### src/rtl/prio_enc_pipe_if.sv
// Request/result bundle for prio_enc_pipe.
// The slave side is the encoder. The master side is whoever feeds it and drains its results.
interface prio_enc_pipe_if #(
   parameter int unsigned N = 8
);
   localparam int unsigned W = $clog2(N);

   logic         i_valid;
   logic [N-1:0] i_req;
   logic         i_ready;
   logic         o_valid;
   logic [W-1:0] o_idx;
   logic [N-1:0] o_onehot;
   logic         o_none;
   logic         o_ready;

   modport master (
      output i_valid, i_req, o_ready,
      input  i_ready, o_valid, o_idx, o_onehot, o_none
   );

   modport slave (
      input  i_valid, i_req, o_ready,
      output i_ready, o_valid, o_idx, o_onehot, o_none
   );
endinterface

### src/rtl/prio_enc_pipe.sv
// Single-stage registered priority encoder with valid/ready handshake.
// MODE 0 gives fixed priority, where the highest index wins. MODE 1 gives descending round-robin.
module prio_enc_pipe #(
   parameter int unsigned N    = 8,
   parameter int unsigned MODE = 0
) (
   input logic            clk,
   input logic            rst,
   prio_enc_pipe_if.slave bus
);
   localparam int unsigned W      = $clog2(N);
   localparam logic [W-1:0] PtrTop = W'(N - 1);

   logic         ready;
   logic         in_xfer;
   logic [W-1:0] ptr_q;
   logic [W-1:0] cand;
   logic         found;
   logic [W-1:0] win_idx;
   logic [N-1:0] win_onehot;

   logic         valid_q;
   logic [W-1:0] idx_q;
   logic [N-1:0] onehot_q;
   logic         none_q;

   assign ready   = !rst && (!valid_q || bus.o_ready);
   assign in_xfer = bus.i_valid && ready;

   // Walk downward from the pointer. The wrap goes to N-1 so non-power-of-two N never leaves range.
   always_comb begin
      found   = 1'b0;
      win_idx = '0;
      cand    = ptr_q;
      for (int j = 0; j < N; j++) begin
         if (!found && bus.i_req[cand]) begin
            found   = 1'b1;
            win_idx = cand;
         end
         cand = (cand == '0) ? PtrTop : cand - W'(1);
      end
   end

   assign win_onehot = found ? (N'(1) << win_idx) : '0;

   if (MODE == 1) begin : g_rr
      always_ff @(posedge clk) begin
         if (rst) begin
            ptr_q <= PtrTop;
         end else if (in_xfer && found) begin
            ptr_q <= (win_idx == '0) ? PtrTop : win_idx - W'(1);
         end
      end
   end else begin : g_fixed
      assign ptr_q = PtrTop;
   end

   always_ff @(posedge clk) begin
      if (rst) begin
         valid_q  <= 1'b0;
         idx_q    <= '0;
         onehot_q <= '0;
         none_q   <= 1'b0;
      end else if (in_xfer) begin
         valid_q  <= 1'b1;
         idx_q    <= win_idx;
         onehot_q <= win_onehot;
         none_q   <= !found;
      end else if (bus.o_ready) begin
         valid_q  <= 1'b0;
      end
   end

   assign bus.i_ready  = ready;
   assign bus.o_valid  = valid_q;
   assign bus.o_idx    = idx_q;
   assign bus.o_onehot = onehot_q;
   assign bus.o_none   = none_q;
endmodule

### src/flat_wrapper.sv
// flat-port wrapper written by rule: the top's interface ports become plain ports
module prio_enc_pipe_flat 
#(
   parameter int unsigned N    = 8,
   parameter int unsigned MODE = 0
)
  (clk, rst, bus_i_valid, bus_i_req, bus_o_ready, bus_i_ready, bus_o_valid, bus_o_idx, bus_o_onehot, bus_o_none);
  prio_enc_pipe_if #(.N(N)) bus_i ();
  input logic clk;
  input logic rst;
  input wire logic [$bits(bus_i.i_valid)-1:0] bus_i_valid;
  input wire logic [$bits(bus_i.i_req)-1:0] bus_i_req;
  input wire logic [$bits(bus_i.o_ready)-1:0] bus_o_ready;
  output wire logic [$bits(bus_i.i_ready)-1:0] bus_i_ready;
  output wire logic [$bits(bus_i.o_valid)-1:0] bus_o_valid;
  output wire logic [$bits(bus_i.o_idx)-1:0] bus_o_idx;
  output wire logic [$bits(bus_i.o_onehot)-1:0] bus_o_onehot;
  output wire logic [$bits(bus_i.o_none)-1:0] bus_o_none;
  assign bus_i.i_valid = bus_i_valid;
  assign bus_i.i_req = bus_i_req;
  assign bus_i.o_ready = bus_o_ready;
  assign bus_i_ready = bus_i.i_ready;
  assign bus_o_valid = bus_i.o_valid;
  assign bus_o_idx = bus_i.o_idx;
  assign bus_o_onehot = bus_i.o_onehot;
  assign bus_o_none = bus_i.o_none;
  prio_enc_pipe #(.N(N), .MODE(MODE)) u_core (.clk(clk), .rst(rst), .bus(bus_i));
endmodule
### config.mk
export PLATFORM = sky130hd
export DESIGN_NAME = prio_enc_pipe_flat
export DESIGN_NICKNAME = d
export VERILOG_FILES = /design/src/rtl/prio_enc_pipe_if.sv /design/src/rtl/prio_enc_pipe.sv /design/src/flat_wrapper.sv
export SDC_FILE = /design/constraint.sdc
export NUM_CORES = 1
export LEC_CHECK = 0
export BUFFER_PORTS_ARGS = -buffer_cell sky130_fd_sc_hd__buf_2
export CAP_MARGIN = 30
export CORE_ASPECT_RATIO = 0.7
export CORE_UTILIZATION = 30
export CTS_BUF_LIST = sky130_fd_sc_hd__clkbuf_2 sky130_fd_sc_hd__clkbuf_4 sky130_fd_sc_hd__clkbuf_8
export CTS_CLUSTER_SIZE = 30
export DETAILED_ROUTE_END_ITERATION = 10
export PLACE_DENSITY = 0.54
export SLEW_MARGIN = 10
export SYNTH_ARGS = -nofsm -noshare
export SYNTH_HDL_FRONTEND = slang
export SYNTH_SLANG_ARGS = --single-unit
### constraint.sdc
create_clock -name clk -period 3 [get_ports clk]
set_clock_uncertainty 0.05 [all_clocks]
set_input_delay 0.45 -clock clk [delete_from_list [all_inputs] [get_ports clk]]
set_output_delay 0.45 -clock clk [all_outputs]
set_load 0.01 [all_outputs]
== After elaboration in Yosys (flattened, before gate mapping) ==
Cells that the tools add are included.
Operators by class
  multiplexer cells: 19
  reduce and logical (&&, ||, !) cells: 21
  shift-type cells: 1
Operators with widths (number)
  3-bit two-way mux: 8
  1-bit logical NOT: 10
  1-bit two-way mux: 10
  1-bit logical AND: 9
  8-bit two-way mux: 1
  1-bit by 3-bit left shift with 8-bit output, first input constant: 1
  2-bit nonzero test: 1
  1-bit logical OR: 1
Storage, ports and cells
  logic and storage cells: 45
  bits in registers: 13
  input port bits: 12

== Logic depth before layout (Yosys ltp) ==
Gate-level depths: netlist of run 1.
  word-level depth: 24
  depth in mapped cells: 6
  depth with buffers taken out: 4

== Worst setup path after synthesis of run 1 ==
Ideal clock, no wire load.
  kind: input to register
  start point: in bus_i_req[6]
  end point: reg u_core.onehot_q[2] (netlist: u_core.bus.o_onehot[2])
  setup time: 0.059 ns
  required time: 2.891 ns
  arrival time: 1.286 ns
  path buffers: 0
  cell stages on the path: 3
  path slack: 1.606 ns
  cells stage by stage: or4_4 -> nor4_2 -> a31o_1
On the way
  word-level cells in the longest chain between the ends: 22
Ends and longest elaborated chain
  start: declaration: RTL line flat_wrapper.sv:12  | input wire logic [$bits(bus_i.i_req)-1:0] bus_i_req;
  1-bit logical AND *: RTL line prio_enc_pipe.sv:36  | if (!found && bus.i_req[cand]) begin
  1-bit two-way mux: RTL line prio_enc_pipe.sv:36
  1-bit logical NOT: RTL line prio_enc_pipe.sv:36
  1-bit logical AND: RTL line prio_enc_pipe.sv:36
  1-bit two-way mux: RTL line prio_enc_pipe.sv:36
  1-bit logical NOT: RTL line prio_enc_pipe.sv:36
  1-bit logical AND: RTL line prio_enc_pipe.sv:36
  1-bit two-way mux: RTL line prio_enc_pipe.sv:36
  [6 not listed]
  1-bit logical NOT: RTL line prio_enc_pipe.sv:36
  1-bit logical AND: RTL line prio_enc_pipe.sv:36
  1-bit two-way mux: RTL line prio_enc_pipe.sv:36
  1-bit logical NOT: RTL line prio_enc_pipe.sv:36
  1-bit logical AND: RTL line prio_enc_pipe.sv:36
  3-bit two-way mux: RTL line prio_enc_pipe.sv:36
  1-bit by 3-bit left shift with 8-bit output: RTL line prio_enc_pipe.sv:44  | assign win_onehot = found ? (N'(1) << win_idx) : '0;
  8-bit two-way mux *: RTL line prio_enc_pipe.sv:44
  end signal: assignment: RTL line prio_enc_pipe.sv:67  | onehot_q <= win_onehot;
  end: declaration: RTL line prio_enc_pipe.sv:24  | logic [N-1:0] onehot_q;
Mark *: on every way between the ends. The rest lies on a longest branch, timed or not.
A chain may end at the register's enable or synchronous reset.

== Worst setup path in the final report of run 1 ==
  start point: reg u_core.valid_q (netlist: u_core.bus.o_valid)
  end point: out bus_i_ready
On the way
  word-level cells in the longest chain between the ends: 3
Ends and longest elaborated chain
  start: declaration: RTL line prio_enc_pipe.sv:22  | logic valid_q;
  start signal: assignment: RTL line prio_enc_pipe.sv:60  | valid_q <= 1'b0;
  start signal: assignment: RTL line prio_enc_pipe.sv:65  | valid_q <= 1'b1;
  start signal: assignment: RTL line prio_enc_pipe.sv:70  | valid_q <= 1'b0;
  1-bit logical NOT: RTL line prio_enc_pipe.sv:27  | assign ready = !rst && (!valid_q || bus.o_ready);
  1-bit logical OR: RTL line prio_enc_pipe.sv:27
  1-bit logical AND: RTL line prio_enc_pipe.sv:27
  end: declaration: RTL line flat_wrapper.sv:14  | output wire logic [$bits(bus_i.i_ready)-1:0] bus_i_ready;
No other way between the ends.

==> results.toml, run 1 <==
[run_status]
status = "finished clean"

[clock_tree]
cts_buffers = 3
cts_resized = 0
holdBufCountCts = 0
cts_tree = "built"
cts-root-buf = "clkbuf_4"
clkTransAtPathRegs_ns = 0.08
clk_latency_ns = 0.27
numClockSinks = 13
cts_setup_buffers = 0
clock_path_buffers = 2
htree_levels = 1

[timing]
setup_viol = 0
tns_ns = 0
rsz0062_at_grt = "no"
slew_viol_final = 0
fin_crit_sh_pct = 49.5
maxSlewHeadroom_pct = 62.9
timing.fmax_ghz = 0.673
fin_crit_ns = 1.49
worstMarginPinSlew_ns = 0.552
hold_violations = 0
whs_ns = 0.336

[floorplan]
rows = 12
die_h_um = 38.1
start_util_pct = 33.5
coreArea_mm2 = 0.00167
dieArea_mm2 = 0.00204
die_w_um = 53.6
pin_count = 26

[synthesis]
mappedNetlistNets = 78
ys_warn_count = 0
syn_area_um2 = 558
synth_top_area_share_pct = 46.6
netlist_instances = 66
ys_types = 25
synth-seq-area-share_pct = 46.6
synth_edf_count = 0
synth_area_per_cell_um2 = 8.46
synth_area_leader_cell = "dfxtp_1"
synthArstFlopShare_pct = 0
synth.top_cells.by_count = "13 x dfxtp_1, 9 x nand2_1, 8 x nand3_1"
yosys-top-cells-area = "dfxtp_1 47%, nand3_1 7.2%, nand2_1 6.1%"
synthFlopType = "dfxtp_1"
yosysMostFrequentCell = "dfxtp_1"
ys_seq_elements = 13

[routing]
post_drt_wl_per_cell_um = 12.1
drt_first_pass_iters = 4
ant_nets = 0
dr.first_iter.drc_count = 20
drc = 0
routed_wl_mm = 1.39
viasPerCell = 5.04
vias = 575

[place]
place_congestion = 0.781
hpwl_mm = 1.10
portBuffers = 25
place_area_um2 = 699

[setup_path]
crit_path_end_kind = "output pin"
worst-path-max-fanout = 3
slowest_stage = "dfxtp_1"
crit_type = "register to output pin"
start_kind = "register"
cp_cell_sequence = "nor2b_1 -> nor2_1 -> buf_2"
cp_data_required_time_ns = 2.50
cpPeakStageDelay_ns = 0.35
cp.arrival_ns = 0.99

[finish]
drive_above_1_share_pct = 35.5
design_area_um2 = 729
layout.nets = 106
n_antenna_cell = 0
synthToLayoutAreaGrowth_pct = 30.7

[power_and_ir_drop]
power.share.clock_pct = 33.8
peakVddDrop_v = 0.000251
switching_share_pct = 25.6
p_leak_nw = 0.325
intPower_w = 0.000258
power_density_mw_per_mm2 = 475
p_sw_w = 0.0000887
p_seq_share_pct = 52.5
power_frac_comb_pct = 13.8

[global_routing]
grt_max_degree = 19
grt_pass1_vias = 519
grtUsageTotal_pct = 16.1
antenna_found_initial = 0
grt_pass1_wl_mm = 2.24
gr-total-overflow = 0

[run]
drv_cap = 0

[hold_path]
hold_class = "input port to register"
[state kept, by name, indices dropped and copies added, names as in the netlist]
register	count
u_core.bus.o_onehot	8
u_core.bus.o_valid	1
u_core.bus.o_idx	3
u_core.bus.o_none	1
[critical path, delay by kind of cell (launching register included)]
family / cells / cell delay [ns]
buffers and inverters: 1 / 0.13
flip-flops: 1 / 0.35
AND/OR/NAND/NOR: 2 / 0.23
[power by group through the flow]
stage | registers [W] | logic [W] | clock network (W)
2_1_floorplan | 0.000189 | 0.0000224 | 0
3_3_place_gp | 0.000186 | 0.0000478 | 0
6_report | 0.000182 | 0.0000477 | 0.000117
4_1_cts | 0.000182 | 0.0000482 | 0.000123
3_5_place_dp | 0.000186 | 0.0000481 | 0
5_1_grt | 0.000183 | 0.0000537 | 0.000135
[cells in the final DEF (no fill, tap or decap)]
cell type	count
clkinv_2	1
o21ai_0	3
inv_1	1
nand3_2	1
nor4_1	1
clkbuf_4	4
a31oi_1	1
dfxtp_1	13
nand4b_1	1
nor3b_1	1
and3_1	1
or4_4	1
o31a_1	1
a31o_1	1
nand3_1	8
nor4_2	1
nor2_1	6
a211o_1	1
or3_1	1
o31ai_1	2
nor2b_1	1
o41ai_1	1
nand2b_1	1
nand2_1	9
buf_2	25
a21oi_1	6
[layout make-up]
type	count	area (um^2)
fill	177	937
multi-input combinational	49	279
sequential	13	260
timing repair buffer	25	125
clock buffer	4	30.0
tap	21	26.3
inverter	2	8.76
[kinds of logic (layout without fill, tap and decap cells)]
kind of cell           Yosys count  count (layout)  share of synthesized area [%]
AO/OA/AOI/OAI                   16              16                           18.2
AND/OR/NAND/NOR                 33              33                           31.8
flip-flops                      13              13                           46.6
buffers and inverters            4              31                           3.36
[metal layers]
layer | wire length [um] | part of all wire [%] | GRT usage, %
met1 | 718 | 52 | 21.3
met2 | 566 | 41 | 23.4
met3 | 88 | 6.4 | 5.95
met4 | 11 | 0.79 | 6.58
met5 | 0 | 0 | 0
[through the flow]
stage               std cells  power (W)  worst slack (ns)  utilization (%)
floorplan                  66   0.000212              1.61                -
CTS                       114   0.000354              1.50             43.8
global route              114   0.000372              1.40             43.8
finish                    114   0.000347              1.51             43.8
detailed placement        110   0.000234              1.28             42.0
global placement          110   0.000234              1.28             42.0
[path summary, 6_finish.rpt]
| kind | startpoint | to | slack (ns) | cells after the start |
|---|---|---|---|---|
| hold reg to reg | u_core.bus.o_onehot[5] | u_core.bus.o_onehot[5] | 0.41 | 2 |
| hold / removal | bus_i_req[0] | u_core.bus.o_none | 0.34 | 2 |
| setup reg to reg | u_core.bus.o_valid | u_core.bus.o_onehot[6] | 1.58 | 4 |
| setup / recovery | u_core.bus.o_valid | bus_i_ready | 1.51 | 3 |
Note: power is estimated with default switching activity, not from simulation.
==> run 2: changes to the inputs <==
clock period = 1.55 ns   (was 3 ns; I/O delays follow)
==> results.toml, run 2 (same netlist as run 1, synthesis figures left out) <==
[timing]
fin_crit_sh_pct = 81.8
timing.fmax_ghz = 0.789
maxSlewHeadroom_pct = 76.5
setup_viol = 0
hold_violations = 0
rsz0062_at_grt = "no"
fin_crit_ns = 1.27
tns_ns = 0
fin_ws_ns = 0.282
slew_viol_final = 0
worstMarginPinSlew_ns = 0.349
whs_ns = 0.115

[power_and_ir_drop]
p_leak_nw = 0.344
power_density_mw_per_mm2 = 901
peakVddDrop_v = 0.000468
power_w = 0.000685

[routing]
vias = 589
post_drt_wl_per_cell_um = 11.9
ant_nets = 0
viasPerCell = 4.99
dr.first_iter.drc_count = 18
routed_wl_mm = 1.40
drt_first_pass_iters = 4
drc = 0

[place]
hpwl_mm = 1.07
dp_slack_ns = 0.193
portBuffers = 25
place_congestion = 0.752

[clock_tree]
cts_resized = 0
clk_latency_ns = 0.28
cts_setup_buffers = 0
holdBufCountCts = 0
cts-root-buf = "clkbuf_4"
cts_tree = "built"
cts_buffers = 3
clkTransAtPathRegs_ns = 0.08
htree_levels = 1
numClockSinks = 13
clock_path_buffers = 2

[global_routing]
grt_max_degree = 11
grtUsageTotal_pct = 16.7
antenna_found_initial = 0
gr-total-overflow = 0
grt_pass1_vias = 513
grt_pass1_wl_mm = 2.29

[finish]
finalCoreUtilization_pct = 45.6
fill_cells = 185
layout_commonest_cell = "buf_2"
layout.nets = 110
drive_above_1_share_pct = 38.1
layout_common_cells = "25 x buf_2, 13 x dfxtp_1, 9 x nand2_1, 8 x nand3_1"
synthToLayoutAreaGrowth_pct = 36.1
largest_reg_flops = 8
n_antenna_cell = 0

[setup_path]
cp.arrival_ns = 1.40
cp_data_required_time_ns = 1.68
worst-path-max-fanout = 10
start_kind = "register"
crit_type = "register to register"
crit_path_end_kind = "register"

[run_status]
status = "finished clean"

[floorplan]
start_util_pct = 33.5
dieArea_mm2 = 0.00204
rows = 12
die_h_um = 38.1
die_w_um = 53.6
coreArea_mm2 = 0.00167
pin_count = 26

[run]
drv_cap = 0

[hold_path]
hold_class = "input port to register"
run 2: cell count changes in the layout (fill, tap and decap cells not counted), sizes merged:
cell / before / now
buf: 25 / 29
run 2: final timing paths:
| path | startpoint | to | slack (ns) | cells after the start |
|---|---|---|---|---|
| max | u_core.bus.o_valid | u_core.bus.o_none | 0.28 | 4 |
| min | bus_i_req[0] | u_core.bus.o_none | 0.11 | 2 |
| max reg2reg | u_core.bus.o_valid | u_core.bus.o_none | 0.28 | 4 |
| min reg2reg | u_core.bus.o_onehot[6] | u_core.bus.o_onehot[6] | 0.40 | 2 |
run 2: layer usage:
| metal | part of all wire [%] | wire length [um] | up-vias | track usage, % |
|---|---|---|---|---|
| met1 | 50 | 701 | 263 | 21.3 |
| li1 | - | - | 302 | - |
| met4 | 0.78 | 11 | 0 | 5.92 |
| met3 | 8.4 | 118 | 2 | 9.13 |
| met5 | 0 | 0 | - | 0 |
| met2 | 41 | 571 | 22 | 23.1 |
run 2: worst max-delay path, cell delays in order, from the launching register on:
cell      delay, ns
dfxtp_1        0.32
nand2b_1       0.13
nand3_2        0.17
buf_4          0.21
o41ai_1        0.29
run 2: power breakdown:
group	internal, W	switching [W]	total, W
Combinational	0.0000419	0.0000588	0.000101
Sequential	0.000346	0.00000590	0.000352
Clock	0.000117	0.000114	0.000232
Total	0.000505	0.000179	0.000685
run 2: layout make-up:
cell class | instances | area, um^2 | area share (%)
Multi-Input combinational cell | 49 | 279 | 36.7
Inverter | 2 | 8.76 | 1.15
Timing Repair Buffer | 29 | 155 | 20.4
Tap cell | 21 | 26.3 | 3.46
Sequential cell | 13 | 260 | 34.3
Clock buffer | 4 | 30.0 | 3.95
run 2: stage by stage:
stage	cells	instance area [um^2]
after floorplan	66	558
after global placement	114	729
after detailed placement	114	729
after CTS	118	759
after global routing	118	759
final	118	759
==> run 3: changes to the inputs <==
ABC_AREA = 1   (was not set)
PLACE_DENSITY = 0.53   (was 0.54)
clock period = 1.2 ns   (was 1.55 ns; I/O delays follow)
==> results.toml, run 3 <==
[run_status]
status = "finished clean"

[floorplan]
coreArea_mm2 = 0.00171
die_w_um = 54.9
die_h_um = 39.0
rows = 12
start_util_pct = 34.4
pin_count = 26
dieArea_mm2 = 0.00214

[synthesis]
synthFlopType = "dfxtp_1"
synth_top_area_share_pct = 44.3
ys_seq_elements = 13
synth.top_cells.by_count = "20 x nand2_1, 13 x dfxtp_1, 9 x a21oi_1"
yosys-top-cells-area = "dfxtp_1 44%, nand2_1 13%, a21oi_1 7.7%"
ys_warn_count = 0
synth_area_per_cell_um2 = 7.64
ys_types = 18
syn_area_um2 = 588
yosysMostFrequentCell = "nand2_1"
netlist_instances = 77
synth_area_leader_cell = "dfxtp_1"
synthArstFlopShare_pct = 0
synth-seq-area-share_pct = 44.3
synth_edf_count = 0
mappedNetlistNets = 89

[timing]
maxSlewHeadroom_pct = 84.4
setup_viol = 0
slew_viol_final = 0
whs_ns = 0.141
hold_violations = 0
fin_crit_ns = 1.14
timing.fmax_ghz = 0.878
tns_ns = 0
rsz0062_at_grt = "no"
fin_crit_sh_pct = 94.9
worstMarginPinSlew_ns = 0.232

[setup_path]
cpPeakStageDelay_ns = 0.35
cp_cell_sequence = "nand2_4 -> nand2_4 -> inv_1 -> buf_2"
cpMostUsedCell = "nand2_4"
slowest_stage = "dfxtp_2"
startpoint = "u_core.bus.o_valid"
cp_data_required_time_ns = 0.97
timing.rr.start = "u_core.bus.o_valid"
worst-path-max-fanout = 2
start_kind = "register"
cp.arrival_ns = 0.91
crit_path_end_kind = "output pin"
crit_type = "register to output pin"

[finish]
layout.nets = 119
synthToLayoutAreaGrowth_pct = 30.4
layout_common_cells = "25 x buf_2, 19 x nand2_1, 12 x dfxtp_1, 9 x a21oi_1"
drive_above_1_share_pct = 37.7
regArea_um2 = 262
fill_cells = 190
design_area_um2 = 767
multiInputGateArea_um2 = 265
n_antenna_cell = 0
layout_commonest_cell = "buf_2"
largest_reg_flops = 8

[routing]
ant_nets = 0
wl_met3_um = 85
post_drt_wl_per_cell_um = 10.4
dr.first_iter.drc_count = 6
highest_layer = "met4"
drt_first_pass_iters = 4
met2_length_um = 522
wl_met1_um = 699
viasPerCell = 4.35
vias = 552
drc = 0
routed_wl_mm = 1.32

[clock_tree]
cts_buffers = 3
numClockSinks = 13
clock_path_buffers = 2
clkTransAtPathRegs_ns = 0.08
clk_latency_ns = 0.27
holdBufCountCts = 0
cts-root-buf = "clkbuf_4"
cts_tree = "built"
htree_levels = 1

[place]
place_congestion = 0.771
place_area_um2 = 728
portBuffers = 25
hpwl_mm = 1.00

[run]
drv_cap = 0

[global_routing]
grtUsageTotal_pct = 14.9
grt_max_degree = 13
gr-total-overflow = 0
antenna_found_initial = 0
grt_pass1_vias = 487
grt_pass1_wl_mm = 2.09

[power_and_ir_drop]
power_density_mw_per_mm2 = 1140
peakVddDrop_v = 0.000767
p_leak_nw = 0.380

[hold_path]
min_from = "bus_i_req[4]"
hold_class = "input port to register"
[run 3: logic make-up (layout without fill, tap and decap cells)]
family | after synthesis | count (layout) | synth area share (%)
multiplexers | 1 | 1 | 1.70
AND/OR/NAND/NOR | 40 | 40 | 32.8
AO/OA/AOI/OAI | 11 | 11 | 9.36
flip-flops | 13 | 13 | 44.3
buffers and inverters | 12 | 41 | 11.9
[run 3: routing by layer]
metal,up-vias,GRT usage [%]
met1,230,20.3
met5,-,0
met2,14,20.5
li1,306,-
met4,0,3.75
met3,2,7.06
[run 3: worst paths after layout]
check,depth (start not counted),endpoint,slack [ns]
max,4,bus_i_ready,0.06
min,3,u_core.bus.o_onehot[4],0.14
max reg2reg,6,u_core.bus.o_onehot[6],0.12
min reg2reg,2,u_core.bus.o_onehot[7],0.41
[run 3: metrics by stage]
stage / util [%] / power, W / cells / worst slack (ns)
finish: 44.8 / 0.000876 / 127 / 0.0611
global route: 44.8 / 0.000935 / 127 / 0.00717
detailed placement: 42.5 / 0.000589 / 123 / 0.0782
CTS: 44.3 / 0.000888 / 127 / 0.00232
floorplan: - / 0.000539 / 77 / 0.147
global placement: 42.5 / 0.000588 / 123 / 0.0825
[run 3: area by class of cell]
| class | instances | share of cell area [%] |
|---|---|---|
| clock buffers | 4 | 3.92 |
| inverters | 9 | 4.73 |
| multi-input cells | 52 | 34.6 |
| flip-flops and latches | 13 | 34.1 |
| well taps | 21 | 3.43 |
| repair buffers | 28 | 19.2 |
[run 3: worst max-delay path: cells and delay by family, from the launching register on]
kind                   cells  cell delay (ns)
buffers and inverters      2             0.17
and+or+nand+nor            2             0.12
DFF                        1             0.35
[run 3: power breakdown]
| part | internal [W] | leakage [nW] | switching [W] |
|---|---|---|---|
| Clock | 0.000151 | 0.0184 | 0.000144 |
| Combinational | 0.0000524 | 0.255 | 0.0000735 |
| Sequential | 0.000447 | 0.106 | 0.00000771 |
| Total | 0.000651 | 0.380 | 0.000225 |
[run 3: what timing repair did]
item | in CTS | in global routing
gates resized for setup | 0 | 3
setup endpoints to repair | 0 | 11
buffers inserted | 0 | 0
